## src/rtl/eql_rr_arbiter.sv

```systemverilog
// Round-robin arbiter sharing the b06 eql/cont_eql request port among NREQ requesters.
// Optional BUSY timeout abort is enabled with `define EQL_ARB_TIMEOUT_EN.
module eql_rr_arbiter #(
  parameter int NREQ    = 4,
  parameter int TIMEOUT = 15
) (
  input  logic            clock,
  input  logic            reset,
  input  logic [NREQ-1:0] req,
  input  logic [NREQ-1:0] cont,
  output logic [NREQ-1:0] gnt,
  output logic [NREQ-1:0] done,
  output logic            err,
  output logic            eql,
  output logic            cont_eql,
  input  logic            ackout
);

  localparam int PW = $clog2(NREQ);

  localparam logic [1:0] S_IDLE = 2'd0;
  localparam logic [1:0] S_BUSY = 2'd1;
  localparam logic [1:0] S_REL  = 2'd2;

  if (NREQ < 2 || NREQ > 8 || TIMEOUT < 2 || TIMEOUT > 255) begin : g_param_chk
    $error("eql_rr_arbiter: NREQ must be 2..8 and TIMEOUT 2..255");
  end

  logic [1:0]      state_q, state_d;
  logic [PW-1:0]   ptr_q, ptr_d;
  logic [NREQ-1:0] gnt_q, gnt_d;
  logic [NREQ-1:0] done_q, done_d;
  logic            eql_q, eql_d;
  logic            cont_eql_q, cont_eql_d;

`ifdef EQL_ARB_TIMEOUT_EN
  localparam int          TW       = $clog2(TIMEOUT + 1);
  localparam logic [TW-1:0] TMO_LAST = TW'(TIMEOUT - 1);
  localparam logic [TW-1:0] TMO_MAX  = '1;
  logic [TW-1:0] tcnt_q, tcnt_d;
  logic          err_q, err_d;
`endif

  // Winner: first set request scanning upward from ptr+1, wrapping at NREQ.
  logic [PW-1:0] win;
  logic [PW-1:0] scan_idx;
  logic          found;
  always_comb begin
    win      = '0;
    scan_idx = '0;
    found    = 1'b0;
    for (int i = 1; i <= NREQ; i++) begin
      scan_idx = PW'((int'(ptr_q) + i) % NREQ);
      if (!found && req[scan_idx]) begin
        found = 1'b1;
        win   = scan_idx;
      end
    end
  end

  always_comb begin
    state_d    = state_q;
    ptr_d      = ptr_q;
    gnt_d      = gnt_q;
    done_d     = '0;
    eql_d      = eql_q;
    cont_eql_d = cont_eql_q;
`ifdef EQL_ARB_TIMEOUT_EN
    tcnt_d     = tcnt_q;
    err_d      = 1'b0;
`endif
    case (state_q)
      S_IDLE: begin
        if (found) begin
          state_d    = S_BUSY;
          ptr_d      = win;
          gnt_d      = '0;
          gnt_d[win] = 1'b1;
          eql_d      = 1'b1;
          cont_eql_d = cont[win];
`ifdef EQL_ARB_TIMEOUT_EN
          tcnt_d     = '0;
`endif
        end
      end
      S_BUSY: begin
        // Acknowledge has priority over a timeout landing in the same cycle.
        if (ackout) begin
          done_d     = gnt_q;
          gnt_d      = '0;
          eql_d      = 1'b0;
          cont_eql_d = 1'b0;
          state_d    = S_REL;
        end
`ifdef EQL_ARB_TIMEOUT_EN
        else if (tcnt_q == TMO_LAST) begin
          err_d      = 1'b1;
          gnt_d      = '0;
          eql_d      = 1'b0;
          cont_eql_d = 1'b0;
          state_d    = S_REL;
        end else if (tcnt_q != TMO_MAX) begin
          tcnt_d = tcnt_q + 1'b1;
        end
`endif
      end
      S_REL:   state_d = S_IDLE;
      default: state_d = S_IDLE;
    endcase
  end

  always_ff @(posedge clock or negedge reset) begin
    if (!reset) begin
      state_q    <= S_IDLE;
      ptr_q      <= PW'(NREQ - 1);
      gnt_q      <= '0;
      done_q     <= '0;
      eql_q      <= 1'b0;
      cont_eql_q <= 1'b0;
    end else begin
      state_q    <= state_d;
      ptr_q      <= ptr_d;
      gnt_q      <= gnt_d;
      done_q     <= done_d;
      eql_q      <= eql_d;
      cont_eql_q <= cont_eql_d;
    end
  end

`ifdef EQL_ARB_TIMEOUT_EN
  always_ff @(posedge clock or negedge reset) begin
    if (!reset) begin
      tcnt_q <= '0;
      err_q  <= 1'b0;
    end else begin
      tcnt_q <= tcnt_d;
      err_q  <= err_d;
    end
  end
  assign err = err_q;
`else
  assign err = 1'b0;
`endif

  assign gnt      = gnt_q;
  assign done     = done_q;
  assign eql      = eql_q;
  assign cont_eql = cont_eql_q;

endmodule

```

## config.mk

```make
export PLATFORM = sky130hd
export DESIGN_NAME = eql_rr_arbiter
export DESIGN_NICKNAME = d
export VERILOG_FILES = /design/src/rtl/eql_rr_arbiter.sv
export SDC_FILE = /design/constraint.sdc
export NUM_CORES = 1
export LEC_CHECK = 0
export ABC_AREA = 1
export BUFFER_PORTS_ARGS = -buffer_cell sky130_fd_sc_hd__buf_2
export CAP_MARGIN = 20
export CORE_UTILIZATION = 37
export DETAILED_ROUTE_END_ITERATION = 10
export PLACE_DENSITY = 0.58
export RECOVER_POWER = 25
export SLEW_MARGIN = 10
export SYNTH_ARGS = -nofsm -noshare
export SYNTH_HDL_FRONTEND = slang
export SYNTH_SLANG_ARGS = --single-unit
```

## constraint.sdc

```tcl
create_clock -name clock -period 2.7 [get_ports clock]
set_clock_uncertainty 0.1 [all_clocks]
set_input_delay 0.675 -clock clock [delete_from_list [all_inputs] [get_ports clock]]
set_output_delay 0.675 -clock clock [all_outputs]
set_load 0.02 [all_outputs]
```

# Word level (Yosys, flattened, before mapping)
# Cells that the tools add are included.
[classes]
reduce_logical = 12
add_sub_neg = 4
muxes = 33
magnitude_cmp = 6
n_eq_ne = 3
[op_table]
columns = ["operator", "n"]
rows = [
  ["2-to-1 mux 4 bit", 4],
  ["less-than comparator 2 x 3 -> 1 bit (second input constant)", 5],
  ["2-to-1 mux 1 bit", 13],
  ["2-to-1 mux 2 bit", 6],
  ["binary-select mux 1 bit (select 2 bit)", 5],
  ["one-hot mux 4 bit (2 select lines)", 1],
  ["adder 2 x 1 -> 2 bit (second input constant)", 2],
  ["adder 2 bit (second input constant)", 2],
  ["logical AND 1 bit", 4],
  ["inequality test 2 bit (second input constant)", 2],
  ["one-hot mux 1 bit (2 select lines)", 2],
  ["one-hot mux 2 bit (2 select lines)", 1],
  ["AND reduction 2 bit", 2],
  ["logical NOT 1 bit", 3],
  ["AND reduction 3 bit", 1],
  ["demux 1 bit (select 2 bit)", 1],
  ["== test 2 x 1 -> 1 bit (second input constant)", 1],
  [">= comparator 2 x 1 -> 1 bit (second input constant)", 1],
  ["logical NOT 2 bit", 1],
  ["nonzero test 2 bit", 1],
]
[totals]
out_inout_bits = 11
in_bits = 11
wordCells = 64
ff_bits = 14

# Logic depth before layout (Yosys ltp)
# Gate-level depths: netlist (run 1).
[logic_depth]
ltp_word = 19
ltp_mapped = 15
depth_no_buf = 15

# Least setup slack after synthesis (run 1)
# No wires, ideal clock.
[synth_path]
path_type = "input -> register"
start = "input port req[1]"
end = "register cont_eql_q, in the netlist cont_eql"
t_arrival_ns = 1.570
setup_ns = 0.116
stages = 13
n_path_buf = 0
slack_ns = 0.913
required_time_ns = 2.484
cell_sequence = "inv_1 nand2_1 nand3_1 nand2_1 nor2_8 nand3_1 nand3_1 nor2_2 inv_2 nand2_1 nand2_1 nand2_1 nand2_1"
[synth_between]
elab_chain_cells = 16
elab_cells_between_ends = 28
classes_between = "eq/ne: 1; mux: 20; reduce/logical: 7"
[synth_rtl]
columns = ["item", "line_no", "source"]
rows = [
  ["from (decl)", "9", "input logic [NREQ-1:0] req,"],
  ["binary-select mux 1 bit (select 2 bit)", "54", "if (!found && req[scan_idx]) begin"],
  ["2-to-1 mux 1 bit (not written as such)", "54", ""],
  ["2-to-1 mux 1 bit", "54", ""],
  ["logical NOT 1 bit", "54", ""],
  ["logical AND 1 bit", "54", ""],
  ["2-to-1 mux 1 bit", "54", ""],
  ["logical NOT 1 bit", "54", ""],
  ["logical AND 1 bit", "54", ""],
  ["2-to-1 mux 1 bit", "54", ""],
  ["logical NOT 1 bit", "54", ""],
  ["logical AND 1 bit", "54", ""],
  ["2-to-1 mux 2 bit", "54", ""],
  ["binary-select mux 1 bit (select 2 bit)", "80", "cont_eql_d = cont[win];"],
  ["2-to-1 mux 1 bit (not written as such)", "80", ""],
  ["2-to-1 mux 1 bit", "74", "if (found) begin"],
  ["one-hot mux 1 bit (2 select lines)", "72", "case (state_q)"],
  ["to (signal assigned)", "126", "cont_eql_q <= cont_eql_d;"],
  ["to (decl)", "34", "logic cont_eql_q, cont_eql_d;"],
]
# Several ways; a longest one is shown, not always the timed one. The select of a mux whose other input is x is not followed.
# A chain may end at the register's enable or synchronous reset.

# Worst setup path after layout (run 1)
[layout_path]
start = "register ptr_q[0]"
end = "register cont_eql_q, in the netlist cont_eql"
[layout_between]
elab_chain_cells = 17
elab_cells_between_ends = 32
classes_between = "add/sub: 4; eq/ne: 1; mux: 20; reduce/logical: 7"
[layout_rtl]
columns = ["item", "line_no", "source"]
rows = [
  ["from (decl)", "30", "logic [PW-1:0] ptr_q, ptr_d;"],
  ["from (signal assigned)", "115", "ptr_q <= PW'(NREQ - 1);"],
  ["from (signal assigned)", "122", "ptr_q <= ptr_d;"],
  ["adder 2 x 1 -> 2 bit", "53", "scan_idx = PW'((int'(ptr_q) + i) % NREQ);"],
  ["binary-select mux 1 bit (select 2 bit)", "54", ""],
  ["2-to-1 mux 1 bit (not written as such)", "54", ""],
  ["2-to-1 mux 1 bit", "54", ""],
  ["logical NOT 1 bit", "54", ""],
  ["logical AND 1 bit", "54", ""],
  ["2-to-1 mux 1 bit", "54", ""],
  ["logical NOT 1 bit", "54", ""],
  ["logical AND 1 bit", "54", ""],
  ["2-to-1 mux 1 bit", "54", ""],
  ["logical NOT 1 bit", "54", ""],
  ["logical AND 1 bit", "54", ""],
  ["2-to-1 mux 2 bit", "54", ""],
  ["binary-select mux 1 bit (select 2 bit)", "80", ""],
  ["2-to-1 mux 1 bit (not written as such)", "80", ""],
  ["2-to-1 mux 1 bit", "74", ""],
  ["one-hot mux 1 bit (2 select lines)", "72", ""],
]
# Several ways; a longest one is shown, not always the timed one. The select of a mux whose other input is x is not followed.

==> out/results.ini, run 1 <==
[run_status]
outcome=completed

[final_layout]
fillers=237
final_util=0.462
nets=154
drive_above_1_share=0.296
n_antenna_cell=0
synthToLayoutAreaGrowth_pct=17.7

[placed_design]
hpwl_um=1380
place.gp.congestion=0.775
port-buffer-count=20

[sta]
rsz0062_at_grt=no
max_slew_margin=0.519
hold_violations=0
period_needed_ns=2.05
tns_ns=0
period_share=0.760
max_clock_freq_mhz=487
maxSlewViolCount=0
worst_pin_slew_ns=0.722
setup_violations=0

[clock_network]
clkSinkCount=14
clockBufferDepth=2
cts_resized=0
post_cts_buffers=0
path_clk_slew_ns=0.08
cts_made_buffers=3
cts_hold_buf=0
clk_latency_ns=0.28
root_buffer=clkbuf_4
tritoncts=yes
ctsHtreeMaxLevel=1

[logic_synthesis]
synth_area_sq_um=877
synthTopCellsByArea=dfrtp_1, nand2_1, nand3_1
synth.distinct_cells=19
seq_area_frac_synth=0.402
syn_inst=120
synth.top_cell.area_share=0.342
yosysWarnings=0
synth_top_area_cell=dfrtp_1
ys_ff_latch=14
synth_nets=131
postSynthAreaPerCell_sq_um=7.31

[worst_setup_path]
crit_family=simple AND/OR/NAND/NOR gates
crit_top_cell=nand2_1
crit_chain=inv_2 -> nand2_1 -> nand3_1 -> nand2_1 -> nor2_8 -> nand3b_1 -> nor2_1 -> nor2_2 -> inv_2 -> nand2_1 -> nand2_1 -> nand2_1 -> nand2_1
path_class=reg -> reg
start_kind=flop
critPathBufInv=2
cpPeakStageDelay_ns=0.66
cp.required_ns=2.78
crit_arrival_ns=2.13
worstPathMaxFanout=11
cp_slowest_cell=dfstp_2
crit_path_end_kind=flop

[grt]
grt_pass1_wl_um=3090
grt_pass1_vias=771
gr-total-overflow=0
grt_usage=0.156
antenna_found_initial=0
grt_start_max_net_pins=15

[route]
vias=792
routed_wl_um=1740
viasPerCell=4.66
remaining_drc_errors=0
ant_nets=0
routedWlPerCell_um=10.3
drt_pass1_iterations=4
first_iter_violations=14

[pwr]
power_per_cell_area_nw_per_um2=1340
leakagePower_nw=0.592
peakVddDrop_uv=642

[die]
die_h_um=50.7
start_util=0.393
core_sq_um=2230
dieArea_sq_um=2570
io_pins=22
num_rows=17
die_w_um=50.7

[job]
maxCapViolCount=0

[worst_hold_path]
hold_path_class=in -> async

metal layers:
| metal | global-route usage | wire length [um] | share of wire | vias up |
|---|---|---|---|---|
| li1 | - | - | - | 414 |
| met1 | 0.189 | 798 | 0.46 | 359 |
| met2 | 0.287 | 871 | 0.50 | 17 |
| met3 | 0.0273 | 65 | 0.037 | 2 |
| met4 | 0.0278 | 10 | 0.0057 | 0 |
| met5 | 0 | 0 | 0 | - |
Yosys cell counts:
cell      instances
nor2_2            1
o31ai_1           1
inv_2             4
nand3_4           2
buf_4             2
nand2_1          46
nand3b_1          2
o21ai_0           5
nor2_8            1
conb_1            1
dfstp_2           2
nand3_1          11
nand4_1           2
nand2_2           6
nor2_1            7
dfrtp_1          12
nand3_2           1
inv_1            12
nand2_4           2
per-stage QoR:
step                instances  area [sq um]  setup WS (ns)  hold WS (ns)  total power, W
floorplan                 120           877          0.913         0.279         0.00107
global placement          166           997          0.636         0.378         0.00124
detailed placement        166           997          0.617         0.368         0.00124
CTS                       170          1030          0.651         0.175         0.00140
global route              170          1030          0.502         0.367         0.00152
finish                    170          1030          0.647         0.319         0.00138
cells by family after synthesis:
kind of cell	synth area share
other	0.00428
flip-flops	0.402
AO/OA/AOI/OAI	0.0371
buffers and inverters	0.0856
AND/OR/NAND/NOR	0.471
flip-flops by register name, summed over array words and instances, names as in the netlist:
name	count
gnt	4
done	4
eql	1
cont_eql	1
ptr_q	2
state_q	2
placed cells by master (no fill, tap or decap), drive strengths merged:
cell / count
nand2: 54
buf: 19
inv: 16
nand3: 14
dfrtp: 12
nor2: 9
o21ai: 5
clkbuf: 5
nand3b: 2
nand4: 2
dfstp: 2
o31ai: 1
conb: 1
worst paths after layout:
path | endpoint | start | depth (start not counted) | slack [ns]
worst max-delay path | cont_eql | ptr_q[0] | 13 | 0.65
worst min-delay path | cont_eql | reset | 1 | 0.32
worst max register to register | cont_eql | ptr_q[0] | 13 | 0.65
worst min register to register | eql | eql | 2 | 0.39
max in group asynchronous | done[1] | reset | 1 | 1.73
min in group clock | eql | eql | 2 | 0.39
cell type report:
class,count,area (sq um),share of cell area
clock buffers,4,36.3,0.0352
well taps,28,35.0,0.0339
flip-flops and latches,14,353,0.342
multi-input cells,88,449,0.435
repair buffers,20,98.8,0.0958
inverters,16,60.1,0.0582
report_power, final:
part | switching [W] | leakage (nW) | internal [W]
clock network | 0.0000675 | 0.0210 | 0.0000820
registers | 0.0000623 | 0.177 | 0.000291
logic | 0.000587 | 0.394 | 0.000292
total | 0.000717 | 0.592 | 0.000665
(Power assumes the default switching activity.)
==> run 2, diff against run 1 <==
Settings changed: ABC_AREA 1 to 0, PLACE_DENSITY 0.58 to 0.6.
Clock period 2.7 ns to 1.9 ns, I/O delays scaled along.
==> run 2 against run 1 <==
  * Worst hold slack got worse by 0.038 ns
  * Clock power rose by 43%
  * Wire length fell by 26%
  * Non-clock buffer count rose by 3
  * Worst setup slack got worse by 0.53 ns
  * Global-route usage fell by 1.4 points
  * Sequential cell count did not move
  * Critical path depth fell by 8
  * Combinational power fell by 51%
  * Clock-buffer cell count did not move
  * Final cell count fell by 32%
  * Synthesized cell count fell by 44%
  * Critical path type unchanged
==> out/results.ini, run 2 <==
[run_status]
outcome=completed

[placed_design]
place.gp.congestion=0.814
placed_cells=111
hpwl_um=963
port-buffer-count=20

[logic_synthesis]
ys_ff_latch=14
synth.most_common_cell=dfrtp_1
synth_nets=78
yosys-top-cells-count=dfrtp_1, nand2_1
seq_area_frac_synth=0.504
synth.distinct_cells=30
synthArstFlopShare=1.00
synth.top_cell.area_share=0.429
syn_inst=67
yosysWarnings=0
synth_area_sq_um=699
synth_ff_type=dfrtp_1
postSynthAreaPerCell_sq_um=10.4
synth_top_area_cell=dfrtp_1
synthTopCellsByArea=dfrtp_1, dfstp_2, and2_1
synth_edf_count=0

[sta]
period_share=0.936
max_slew_margin=0.514
tns_ns=0
worst_pin_slew_ns=0.730
maxSlewViolCount=0
setup_violations=0
rsz0062_at_grt=no
period_needed_ns=1.78
hold_violations=0
max_clock_freq_mhz=562

[clock_network]
clkSinkCount=14
clk_latency_ns=0.28
ctsHtreeMaxLevel=1
clockBufferDepth=2
cts_made_buffers=3
tritoncts=yes
post_cts_buffers=0
root_buffer=clkbuf_4
path_clk_slew_ns=0.09

[route]
first_iter_violations=10
ant_nets=0
remaining_drc_errors=0
routed_wl_um=1300
routedWlPerCell_um=11.2
vias=539
drt_pass1_iterations=4
viasPerCell=4.65

[final_layout]
synthToLayoutAreaGrowth_pct=23.4
final_cell_mix=buf_2, dfrtp_1, nand2_1
fillers=175
drive_above_1_share=0.407
nets=103
n_antenna_cell=0
final_common_cell=buf_2
multi_input_area_sq_um=312
instances_no_fill=116
seqCellArea_sq_um=353

[grt]
grt_start_max_net_pins=15
grt_pass1_vias=470
antenna_found_initial=0
gr-total-overflow=0
grt_pass1_wl_um=2090
grt_usage=0.142

[worst_hold_path]
hold_path_class=in -> reg

[worst_setup_path]
crit_path_end_kind=flop
worstPathMaxFanout=8
path_class=reg -> reg
cp.required_ns=2.01
start_kind=flop
crit_arrival_ns=1.89

[die]
die_h_um=45.5
die_w_um=45.5
start_util=0.401
num_rows=15
dieArea_sq_um=2070
io_pins=22
core_sq_um=1750

[pwr]
leakagePower_nw=0.434
peakVddDrop_uv=701
power_w=0.00113
power_per_cell_area_nw_per_um2=1310

[job]
maxCapViolCount=0

==> run 2: cell type report <==
| class | count | share of cell area |
|---|---|---|
| repair buffers | 23 | 0.143 |
| well taps | 25 | 0.0362 |
| flip-flops and latches | 14 | 0.409 |
| clock buffers | 4 | 0.0420 |
| inverters | 2 | 0.00870 |
| multi-input cells | 48 | 0.361 |
==> run 2: routing by layer <==
layer,vias to the layer above,part of all wire,track usage
met3,0,0.080,0.0675
met2,18,0.48,0.220
met4,0,0,0.0182
met5,-,0,0
met1,243,0.44,0.185
li1,278,-,-
==> run 2: what timing repair did <==
item | in CTS | in global routing
endpoints found under the setup margin | 0 | 1
hold buffers | 1 | 0
gates resized for setup | 0 | 1
hold endpoints to repair | 12 | 0
==> run 2: metrics by stage <==
step	hold slack [ns]	cell area, sq um	util	setup WS [ns]
final	0.281	863	0.495	0.121
after global routing	0.277	863	0.495	0.0102
after floorplan	0.0794	699	-	0.226
after detailed placement	0.285	816	0.467	0.0923
after global placement	0.281	816	0.467	0.104
after CTS	0.278	862	0.494	0.0967
==> run 2: where the power goes <==
group / leakage [nW] / internal [W] / switching, W
Combinational: 0.236 / 0.000185 / 0.000248
Clock: 0.0210 / 0.000117 / 0.0000978
Sequential: 0.177 / 0.000406 / 0.0000772
Total: 0.434 / 0.000708 / 0.000423
==> run 2: worst max-delay path: stages (launching register included) <==
cell	delay, ns
dfstp_2	0.61
mux2i_1	0.22
o22ai_1	0.17
or3b_1	0.38
a21bo_1	0.18
o211ai_2	0.06
==> run 2: final timing paths <==
path / end / from / slack [ns] / cells after the start
min: state_q[0] / ackout / 0.28 / 2
min reg2reg: state_q[0] / state_q[1] / 0.37 / 1
max in group asynchronous: gnt[0] / reset / 0.58 / 2
min in group asynchronous: state_q[0] / reset / 0.66 / 2
max: cont_eql / ptr_q[1] / 0.12 / 5
max reg2reg: cont_eql / ptr_q[1] / 0.12 / 5
==> run 2: logic make-up after synthesis <==
| kind of cell | Yosys count | share of synthesized area |
|---|---|---|
| AO/OA/AOI/OAI | 14 | 0.147 |
| buffers and inverters | 5 | 0.0537 |
| flip-flops | 14 | 0.504 |
| multiplexers | 2 | 0.0286 |
| other | 1 | 0.00536 |
| AND/OR/NAND/NOR | 31 | 0.261 |
